==> src/rtl/hazard_control_pkg.sv <==
// Shared definitions for the pipeline hazard/sequencing controller:
// sequencer state encoding, flush-counter width and the x0 register index.
package hazard_control_pkg;

  typedef enum logic {
    ST_RUN   = 1'b0,
    ST_SLEEP = 1'b1
  } state_t;

  // Wide enough for REDIRECT_FLUSH values 1..7.
  localparam int FLUSH_CNT_W = 3;

  localparam logic [4:0] REG_X0 = 5'd0;

endpackage

==> src/rtl/hazard_control_match.sv <==
// Combinational rs/rd comparator for one producing stage. A producer only
// matches when it is valid and writes a register other than x0.
module hazard_match
  import hazard_control_pkg::*;
(
  input  logic       i_valid,
  input  logic [4:0] i_rd,
  input  logic       i_uses_rs1,
  input  logic [4:0] i_rs1,
  input  logic       i_uses_rs2,
  input  logic [4:0] i_rs2,
  output logic       o_match
);

  logic w_rd_live;
  logic w_rs1_hit;
  logic w_rs2_hit;

  assign w_rd_live = i_valid && (i_rd != REG_X0);
  assign w_rs1_hit = i_uses_rs1 && (i_rs1 == i_rd);
  assign w_rs2_hit = i_uses_rs2 && (i_rs2 == i_rd);
  assign o_match   = w_rd_live && (w_rs1_hit || w_rs2_hit);

endmodule

==> src/rtl/hazard_control.sv <==
// Five-stage pipeline sequencer: stalls, squashes, redirect flush and WFI sleep.
// Optional HAZARD_BYPASS_EN: with full bypassing only load-use hazards stall.
module hazard_control
  import hazard_control_pkg::*;
#(
  parameter int REDIRECT_FLUSH = 1
) (
  input  logic       clk,
  input  logic       reset_n,
  input  logic       uses_rs1,
  input  logic       uses_rs2,
  input  logic [4:0] rs1_address,
  input  logic [4:0] rs2_address,
  input  logic       ex_valid,
  input  logic       ex_load,
  input  logic [4:0] ex_rd_address,
  input  logic       mem_valid,
  input  logic [4:0] mem_rd_address,
  input  logic       wb_valid,
  input  logic [4:0] wb_rd_address,
  input  logic       branch_taken,
  input  logic       mem_busy,
  input  logic       trap,
  input  logic       mret,
  input  logic       wfi,
  input  logic       interrupt_pending,
  output logic       stall_fetch,
  output logic       stall_decode,
  output logic       stall_execute,
  output logic       stall_memory,
  output logic       invalidate_fetch,
  output logic       invalidate_decode,
  output logic       invalidate_execute,
  output logic       sleeping
);

  localparam logic [FLUSH_CNT_W-1:0] LP_FLUSH_LOAD = FLUSH_CNT_W'(REDIRECT_FLUSH);

  state_t                 r_state;
  state_t                 w_state_nxt;
  logic [FLUSH_CNT_W-1:0] r_flush_cnt;
  logic [FLUSH_CNT_W-1:0] w_flush_cnt_nxt;

  logic w_ex_match;
  logic w_mem_match;
  logic w_wb_match;
  logic w_data_hazard;
  logic w_trap_redirect;
  logic w_branch_redirect;

  hazard_match u_match_ex (
    .i_valid    (ex_valid),
    .i_rd       (ex_rd_address),
    .i_uses_rs1 (uses_rs1),
    .i_rs1      (rs1_address),
    .i_uses_rs2 (uses_rs2),
    .i_rs2      (rs2_address),
    .o_match    (w_ex_match)
  );

  hazard_match u_match_mem (
    .i_valid    (mem_valid),
    .i_rd       (mem_rd_address),
    .i_uses_rs1 (uses_rs1),
    .i_rs1      (rs1_address),
    .i_uses_rs2 (uses_rs2),
    .i_rs2      (rs2_address),
    .o_match    (w_mem_match)
  );

  hazard_match u_match_wb (
    .i_valid    (wb_valid),
    .i_rd       (wb_rd_address),
    .i_uses_rs1 (uses_rs1),
    .i_rs1      (rs1_address),
    .i_uses_rs2 (uses_rs2),
    .i_rs2      (rs2_address),
    .o_match    (w_wb_match)
  );

`ifdef HAZARD_BYPASS_EN
  logic w_unused_match;
  assign w_unused_match = w_mem_match | w_wb_match;
  assign w_data_hazard  = ex_load && w_ex_match;
`else
  // Without bypassing any in-flight producer blocks decode, loads included.
  logic w_unused_ex_load;
  assign w_unused_ex_load = ex_load;
  assign w_data_hazard    = w_ex_match || w_mem_match || w_wb_match;
`endif

  assign w_trap_redirect   = trap || mret;
  assign w_branch_redirect = (r_state == ST_RUN) && !mem_busy && branch_taken;

  always_ff @(posedge clk or negedge reset_n) begin
    if (!reset_n) begin
      r_state     <= ST_RUN;
      r_flush_cnt <= '0;
    end else begin
      r_state     <= w_state_nxt;
      r_flush_cnt <= w_flush_cnt_nxt;
    end
  end

  always_comb begin
    w_state_nxt = r_state;
    case (r_state)
      ST_RUN:   if (wfi && !mem_busy && !trap) w_state_nxt = ST_SLEEP;
      ST_SLEEP: if (interrupt_pending) w_state_nxt = ST_RUN;
      default:  w_state_nxt = ST_RUN;
    endcase

    // Redirects restart the count; otherwise it only advances while fetch moves.
    w_flush_cnt_nxt = r_flush_cnt;
    if (w_trap_redirect || w_branch_redirect) begin
      w_flush_cnt_nxt = LP_FLUSH_LOAD;
    end else if (!stall_fetch && (r_flush_cnt != '0)) begin
      w_flush_cnt_nxt = r_flush_cnt - 1'b1;
    end
  end

  always_comb begin
    stall_fetch        = 1'b0;
    stall_decode       = 1'b0;
    stall_execute      = 1'b0;
    stall_memory       = 1'b0;
    invalidate_fetch   = 1'b0;
    invalidate_decode  = 1'b0;
    invalidate_execute = 1'b0;
    sleeping           = reset_n && (r_state == ST_SLEEP);
    if (!reset_n) begin
      sleeping = 1'b0;
    end else if (w_trap_redirect) begin
      invalidate_fetch   = 1'b1;
      invalidate_decode  = 1'b1;
      invalidate_execute = 1'b1;
    end else if (r_state == ST_SLEEP) begin
      stall_fetch        = 1'b1;
      stall_decode       = 1'b1;
      stall_execute      = 1'b1;
      invalidate_execute = 1'b1;
    end else if (mem_busy) begin
      stall_fetch   = 1'b1;
      stall_decode  = 1'b1;
      stall_execute = 1'b1;
      stall_memory  = 1'b1;
    end else if (branch_taken) begin
      invalidate_fetch  = 1'b1;
      invalidate_decode = 1'b1;
    end else if (w_data_hazard) begin
      stall_fetch       = 1'b1;
      invalidate_decode = 1'b1;
    end else begin
      invalidate_fetch = (r_flush_cnt != '0);
    end
  end

endmodule

==> config.mk <==
export PLATFORM = sky130hd
export DESIGN_NAME = hazard_control
export DESIGN_NICKNAME = d
export VERILOG_FILES = /design/src/rtl/hazard_control_pkg.sv /design/src/rtl/hazard_control_match.sv /design/src/rtl/hazard_control.sv
export SDC_FILE = /design/constraint.sdc
export NUM_CORES = 1
export LEC_CHECK = 0
export BUFFER_PORTS_ARGS = -buffer_cell sky130_fd_sc_hd__buf_2
export CAP_MARGIN = 20
export CORE_MARGIN = 2
export CORE_UTILIZATION = 40
export CTS_BUF_LIST = sky130_fd_sc_hd__clkbuf_4 sky130_fd_sc_hd__clkbuf_8
export DETAILED_ROUTE_END_ITERATION = 8
export PLACE_DENSITY = 0.75
export REMOVE_ABC_BUFFERS = 1
export SLEW_MARGIN = 20
export SYNTH_ARGS = -nofsm -noshare
export SYNTH_HDL_FRONTEND = slang
export SYNTH_SLANG_ARGS = --single-unit
==> constraint.sdc <==
create_clock -name clk -period 2.9 [get_ports clk]
set_clock_uncertainty 0.2 [all_clocks]
set_input_delay 0.725 -clock clk [delete_from_list [all_inputs] [get_ports clk]]
set_output_delay 0.725 -clock clk [all_outputs]
set_load 0.02 [all_outputs]
==> results.py, run 1 <==
metrics = {
    "sta": {
        "max_freq_mhz": 315,
        "rsz0062_at_grt": "true",
        "period_share": 1.09,
        "setup_violations": 3,
        "drv_slew": 0,
        "min_period_ns": 3.17,
        "slew_headroom": 0.801,
        "setup_ws_ns": -0.271,
        "hold_viol_final": 0,
        "hold_ws_ns": 0.138,
        "tightest_slew_ns": 0.298,
    },
    "floorplan": {
        "fp.dieArea_um2": 2360,
        "die_w_um": 48.6,
        "ioPinCount": 47,
        "core_um2": 1920,
        "rows": 16,
        "start_util": 0.414,
        "die_y_um": 48.6,
    },
    "global_route": {
        "overflow": 0,
        "antenna_found_initial": 0,
        "grt_usage": 0.202,
        "grt_pass1_wl_mm": 3.88,
        "grt_pass1_vias": 920,
        "grt_max_degree": 12,
    },
    "drt": {
        "drtAntennaViolNets": 0,
        "dr.pass1.iters": 4,
        "wl_per_cell_um": 12.1,
        "route.detailed.drc": 0,
        "routed_via_density": 5.13,
        "wl_mm": 2.23,
        "drt_iter0_drc": 10,
        "vias": 943,
    },
    "yosys": {
        "avgSynthCellArea_um2": 8.12,
        "ys_types": 30,
        "synthCells": 98,
        "async_reset_ff_frac": 1.00,
        "synth_area_um2": 796,
        "synth_warnings": 0,
        "synth-seq-cells": 4,
        "synth_edf_count": 0,
        "synth-seq-area-share": 0.126,
        "synth_flop_cell": "dfrtp_1",
    },
    "pwr": {
        "power_leakage_nw": 0.503,
        "clkPwrFrac": 0.217,
        "ir_drop_v": 0.000272,
        "power.net_switching_uw": 101,
        "p_int_uw": 192,
        "power_density_nw_per_um2": 243,
        "seqPwrFrac": 0.215,
        "pwr-share-comb": 0.568,
        "switching_share": 0.345,
        "power_uw": 293,
    },
    "outcome": {
        "violations": "negative setup slack",
        "status": "finished, violations left",
    },
    "setup_path": {
        "regToRegSetupSlack_ns": 1.06,
        "cp.required_ns": 1.98,
        "worstSetupStartpointType": "input pin",
        "worst_setup_path_end_kind": "output pin",
        "reg2reg_depth": 7,
        "critPathMaxFanout": 2,
        "worst_ep_arrival_time_ns": 2.25,
        "critPathKind": "input pin to output pin",
    },
    "clock_tree": {
        "cts_buffers": 3,
        "cts_buffer_depth": 2,
        "postCtsSetupBuffers": 0,
        "clk_latency_ns": 0.22,
        "cts_tree": "built",
        "htreeDepth": 1,
        "cts_hold_buf": 0,
        "cts.sinks": 4,
        "cts_root_buf": "clkbuf_4",
        "clkTransAtPathRegs_ns": 0.03,
    },
    "final_layout": {
        "nets": 200,
        "antenna_cells": 0,
        "layout-drive-gt1-share": 0.452,
        "area_growth_pct": 51.6,
    },
    "placement": {
        "dp_hpwl_mm": 1.90,
        "io_buffers": 45,
        "pre_cts_slack_ns": -0.324,
        "place.gp.congestion": 0.861,
    },
    "min_path": {
        "hold_path_class": "input pin to asynchronous set/reset pin",
    },
    "run": {
        "drv_cap": 0,
    },
}
[cells in the mapped netlist (2+ instances only)]
cell type | n | area [µm²]
a21o_1 | 2 | 15.0
a21oi_1 | 3 | 15.0
o22ai_1 | 2 | 12.5
inv_1 | 3 | 11.3
nand4_1 | 7 | 43.8
dfrtp_1 | 4 | 100
ha_1 | 2 | 25.0
nor3b_1 | 3 | 22.5
or4_1 | 2 | 15.0
nand3_1 | 3 | 15.0
xnor2_1 | 30 | 263
nor2_1 | 6 | 22.5
nand2_1 | 11 | 41.3
o21a_1 | 3 | 22.5
mux2i_1 | 2 | 20.0
[cells by family after synthesis]
family,after synthesis,share of synthesized area
AO/OA/AOI/OAI,18,0.211
buffers and inverters,4,0.0236
adder cells (fa/ha/maj),2,0.0314
flip-flops,4,0.126
multiplexers,2,0.0252
AND/OR/NAND/NOR,38,0.253
XOR/XNOR,30,0.330
[worst max-delay path, cell delays in order]
cell and delay (ns):
buf_6 0.09, or4_4 0.52, o21a_1 0.22, a2111oi_4 0.34, a21oi_2 0.10, nor2b_1 0.11, buf_4 0.14
[per-layer routing]
| metal | vias to the layer above | track usage | part of all wire | routed length [µm] |
|---|---|---|---|---|
| li1 | 468 | - | - | - |
| met3 | 2 | 0.0401 | 0.046 | 103 |
| met4 | 0 | 0.0667 | 0.0094 | 21 |
| met2 | 39 | 0.368 | 0.52 | 1150 |
| met5 | - | 0 | 0 | 0 |
| met1 | 434 | 0.235 | 0.43 | 953 |
[layout make-up]
cell class / count / area, µm²
Tap cell: 27 / 33.8
Inverter: 3 / 11.3
Sequential cell: 4 / 100
Multi-Input combinational cell: 90 / 696
Fill cell: 180 / 716
Timing Repair Buffer: 57 / 343
Clock buffer: 3 / 22.5
[final timing paths]
check,start,end
max in group asynchronous,reset_n,r_state
max,ex_rd_address[0],invalidate_fetch
min,reset_n,r_flush_cnt[1]
min reg2reg,r_flush_cnt[1],r_flush_cnt[1]
min in group clk,r_flush_cnt[1],r_flush_cnt[1]
max reg2reg,r_flush_cnt[0],r_flush_cnt[0]
[flip-flops by register name, indices dropped and copies added (netlist names)]
| signal | flops |
|---|---|
| r_flush_cnt | 3 |
| r_state | 1 |
[layout by cell type (no fill, tap or decap), types with 4 or more instances in the layout]
master    n
buf_2    40
buf_4    13
buf_6     4
dfrtp_1   4
nand2_1  11
nand4_1   7
nor2_1    6
xnor2_1  30
[power by group through the flow]
stage               Sequential, mW  Clock, mW  Combinational [mW]
finish                      0.0631     0.0634               0.166
detailed placement          0.0637          0               0.159
global route                0.0634     0.0752               0.181
CTS                         0.0630     0.0665               0.164
floorplan                   0.0629          0              0.0855
global placement            0.0635          0               0.155
[per-stage QoR]
stage | TNS [ns] | std cells | utilization | area (µm²)
after CTS | -0.652 | 184 | 0.618 | 1190
after global placement | -0.725 | 181 | 0.592 | 1140
after global routing | -0.880 | 184 | 0.628 | 1210
after detailed placement | -0.723 | 181 | 0.592 | 1140
after floorplan | -0.285 | 97 | - | 788
final | -0.692 | 184 | 0.628 | 1210
[timing repair]
item	4_1_cts	5_1_grt
setup endpoints to repair	3	3
gates resized for setup	7	4
pin swaps	3	2
No activity file was read; power rests on OpenSTA's default activity.
==> run 2: changes to the inputs <==
--- a/config.mk
+++ b/config.mk
@@ -9,7 +9,7 @@
 export CAP_MARGIN = 20
 export CORE_MARGIN = 2
 export CORE_UTILIZATION = 40
-export CTS_BUF_LIST = sky130_fd_sc_hd__clkbuf_4 sky130_fd_sc_hd__clkbuf_8
+export CTS_BUF_LIST = sky130_fd_sc_hd__clkbuf_8
 export DETAILED_ROUTE_END_ITERATION = 8
 export PLACE_DENSITY = 0.75
 export REMOVE_ABC_BUFFERS = 1
==> results.py, run 2 (synthesized netlist as in run 1, its figures left out) <==
metrics = {
    "setup_path": {
        "critPathKind": "input pin to output pin",
        "critPathMaxFanout": 2,
        "crit_start": "ex_rd_address[0]",
        "reg2reg_depth": 7,
        "worst_setup_path_end_kind": "output pin",
        "cp.required_ns": 1.98,
        "regToRegSetupSlack_ns": 1.06,
        "worst_ep_arrival_time_ns": 2.25,
        "worstReg2RegStart": "r_flush_cnt[0]",
        "path_cells": "buf_6, or4_4, o21a_1, a2111oi_4, a21oi_2, nor2b_1, buf_4",
        "worstSetupStartpointType": "input pin",
        "crit_slowest_cell": "or4_4",
        "reg2reg_to": "r_flush_cnt[0]",
        "slowest_delay_ns": 0.52,
    },
    "clock_tree": {
        "cts.sinks": 4,
        "postCtsSetupBuffers": 0,
        "cts_buffers": 3,
        "cts_buffer_depth": 2,
        "clk_latency_ns": 0.22,
        "cts_root_buf": "clkbuf_8",
        "clkTransAtPathRegs_ns": 0.03,
        "htreeDepth": 1,
        "cts_tree": "built",
    },
    "drt": {
        "wl_mm": 2.27,
        "wl_met1_um": 960,
        "route.detailed.drc": 0,
        "top_layer_used": "met4",
        "vias": 940,
        "dr_wl_met2_mm": 1.15,
        "routed_via_density": 5.11,
        "drtAntennaViolNets": 0,
        "dr_wl_met3_um": 102,
        "drt_iter0_drc": 10,
        "dr.pass1.iters": 4,
        "wl_per_cell_um": 12.3,
    },
    "outcome": {
        "violations": "negative setup slack",
        "status": "finished, violations left",
    },
    "final_layout": {
        "final_cells": 184,
        "antenna_cells": 0,
        "final_common_cell": "buf_2",
        "reg_top3": "r_flush_cnt x3, r_state x1",
        "regMostFlops": "r_flush_cnt",
        "final_cell_mix": "buf_2 (40), xnor2_1 (30), buf_4 (13), nand2_1 (11), nand4_1 (7)",
        "layout-drive-gt1-share": 0.452,
        "nets": 200,
        "fillers": 180,
        "area_growth_pct": 53.9,
        "largest_register_ff_count": 3,
        "final_cell_area_um2": 1220,
    },
    "sta": {
        "setup_violations": 3,
        "hold_ws_ns": 0.138,
        "tightest_slew_ns": 0.298,
        "period_share": 1.09,
        "rsz0062_at_grt": "true",
        "slew_headroom": 0.801,
        "tns_ns": -0.692,
        "min_period_ns": 3.17,
        "hold_viol_final": 0,
        "drv_slew": 0,
        "max_freq_mhz": 315,
        "setup_ws_ns": -0.272,
    },
    "min_path": {
        "hold_path_class": "input pin to asynchronous set/reset pin",
    },
    "pwr": {
        "pwr-share-comb": 0.476,
        "seqPwrFrac": 0.181,
        "power.net_switching_uw": 115,
        "power_uw": 349,
        "ir_drop_v": 0.000436,
        "power_leakage_nw": 0.511,
        "p_int_uw": 235,
        "clkPwrFrac": 0.343,
        "switching_share": 0.328,
        "power_density_nw_per_um2": 285,
    },
    "floorplan": {
        "die_w_um": 48.6,
        "core_um2": 1920,
        "rows": 16,
        "fp.dieArea_um2": 2360,
        "ioPinCount": 47,
        "die_y_um": 48.6,
        "start_util": 0.414,
    },
    "placement": {
        "dp_cells": 181,
        "post_dp_cell_area_um2": 1140,
        "dp_hpwl_mm": 1.90,
        "io_buffers": 45,
        "place.gp.congestion": 0.861,
    },
    "global_route": {
        "grt_max_degree": 12,
        "grt_pass1_vias": 908,
        "antenna_found_initial": 0,
        "grt_usage": 0.206,
        "grt_pass1_wl_mm": 3.91,
        "overflow": 0,
    },
    "run": {
        "drv_cap": 0,
    },
}
-- run 2: cell counts in the layout (fill, tap and decap cells not counted) --
No cell type changed its count.
-- run 2: what timing repair did --
action	in CTS	in global routing
endpoints found under the setup margin	3	3
pin swaps	3	2
resized for setup	7	4
hold buffers	0	0
-- run 2: worst max-delay path by stage --
stage,to,slack (ns)
floorplan,invalidate_fetch,-0.28
global placement,invalidate_fetch,-0.31
detailed placement,invalidate_fetch,-0.32
CTS,invalidate_fetch,-0.27
global route,invalidate_fetch,-0.33
finish,invalidate_fetch,-0.27
-- run 2: layout make-up --
type | instances | area, µm² | share of cell area
clock buffer | 3 | 41.3 | 0.0337
inverter | 3 | 11.3 | 0.00919
multi-input combinational | 90 | 696 | 0.568
sequential | 4 | 100 | 0.0817
tap | 27 | 33.8 | 0.0276
timing repair buffer | 57 | 343 | 0.280
-- run 2: power groups by stage --
stage,Sequential (mW),Clock [mW],Combinational [mW]
after floorplan,0.0629,0,0.0855
after CTS,0.0631,0.123,0.164
after detailed placement,0.0637,0,0.159
after global placement,0.0635,0,0.155
after global routing,0.0635,0.129,0.181
final,0.0632,0.120,0.166
-- run 2: critical path, delay by kind of cell --
kind | cells | cell delay [ns]
AND/OR/NAND/NOR | 2 | 0.63
buffers and inverters | 2 | 0.23
AO/OA/AOI/OAI | 3 | 0.66
-- run 2: per-stage QoR --
step / utilization / setup slack, ns
floorplan: - / -0.276
global placement: 0.592 / -0.312
detailed placement: 0.592 / -0.324
CTS: 0.628 / -0.274
global route: 0.637 / -0.332
finish: 0.637 / -0.272
-- run 2: per-layer routing --
metal / GRT usage / up-vias
met5: 0 / -
met4: 0.105 / 0
met3: 0.0185 / 4
met2: 0.377 / 38
met1: 0.237 / 432
li1: - / 466
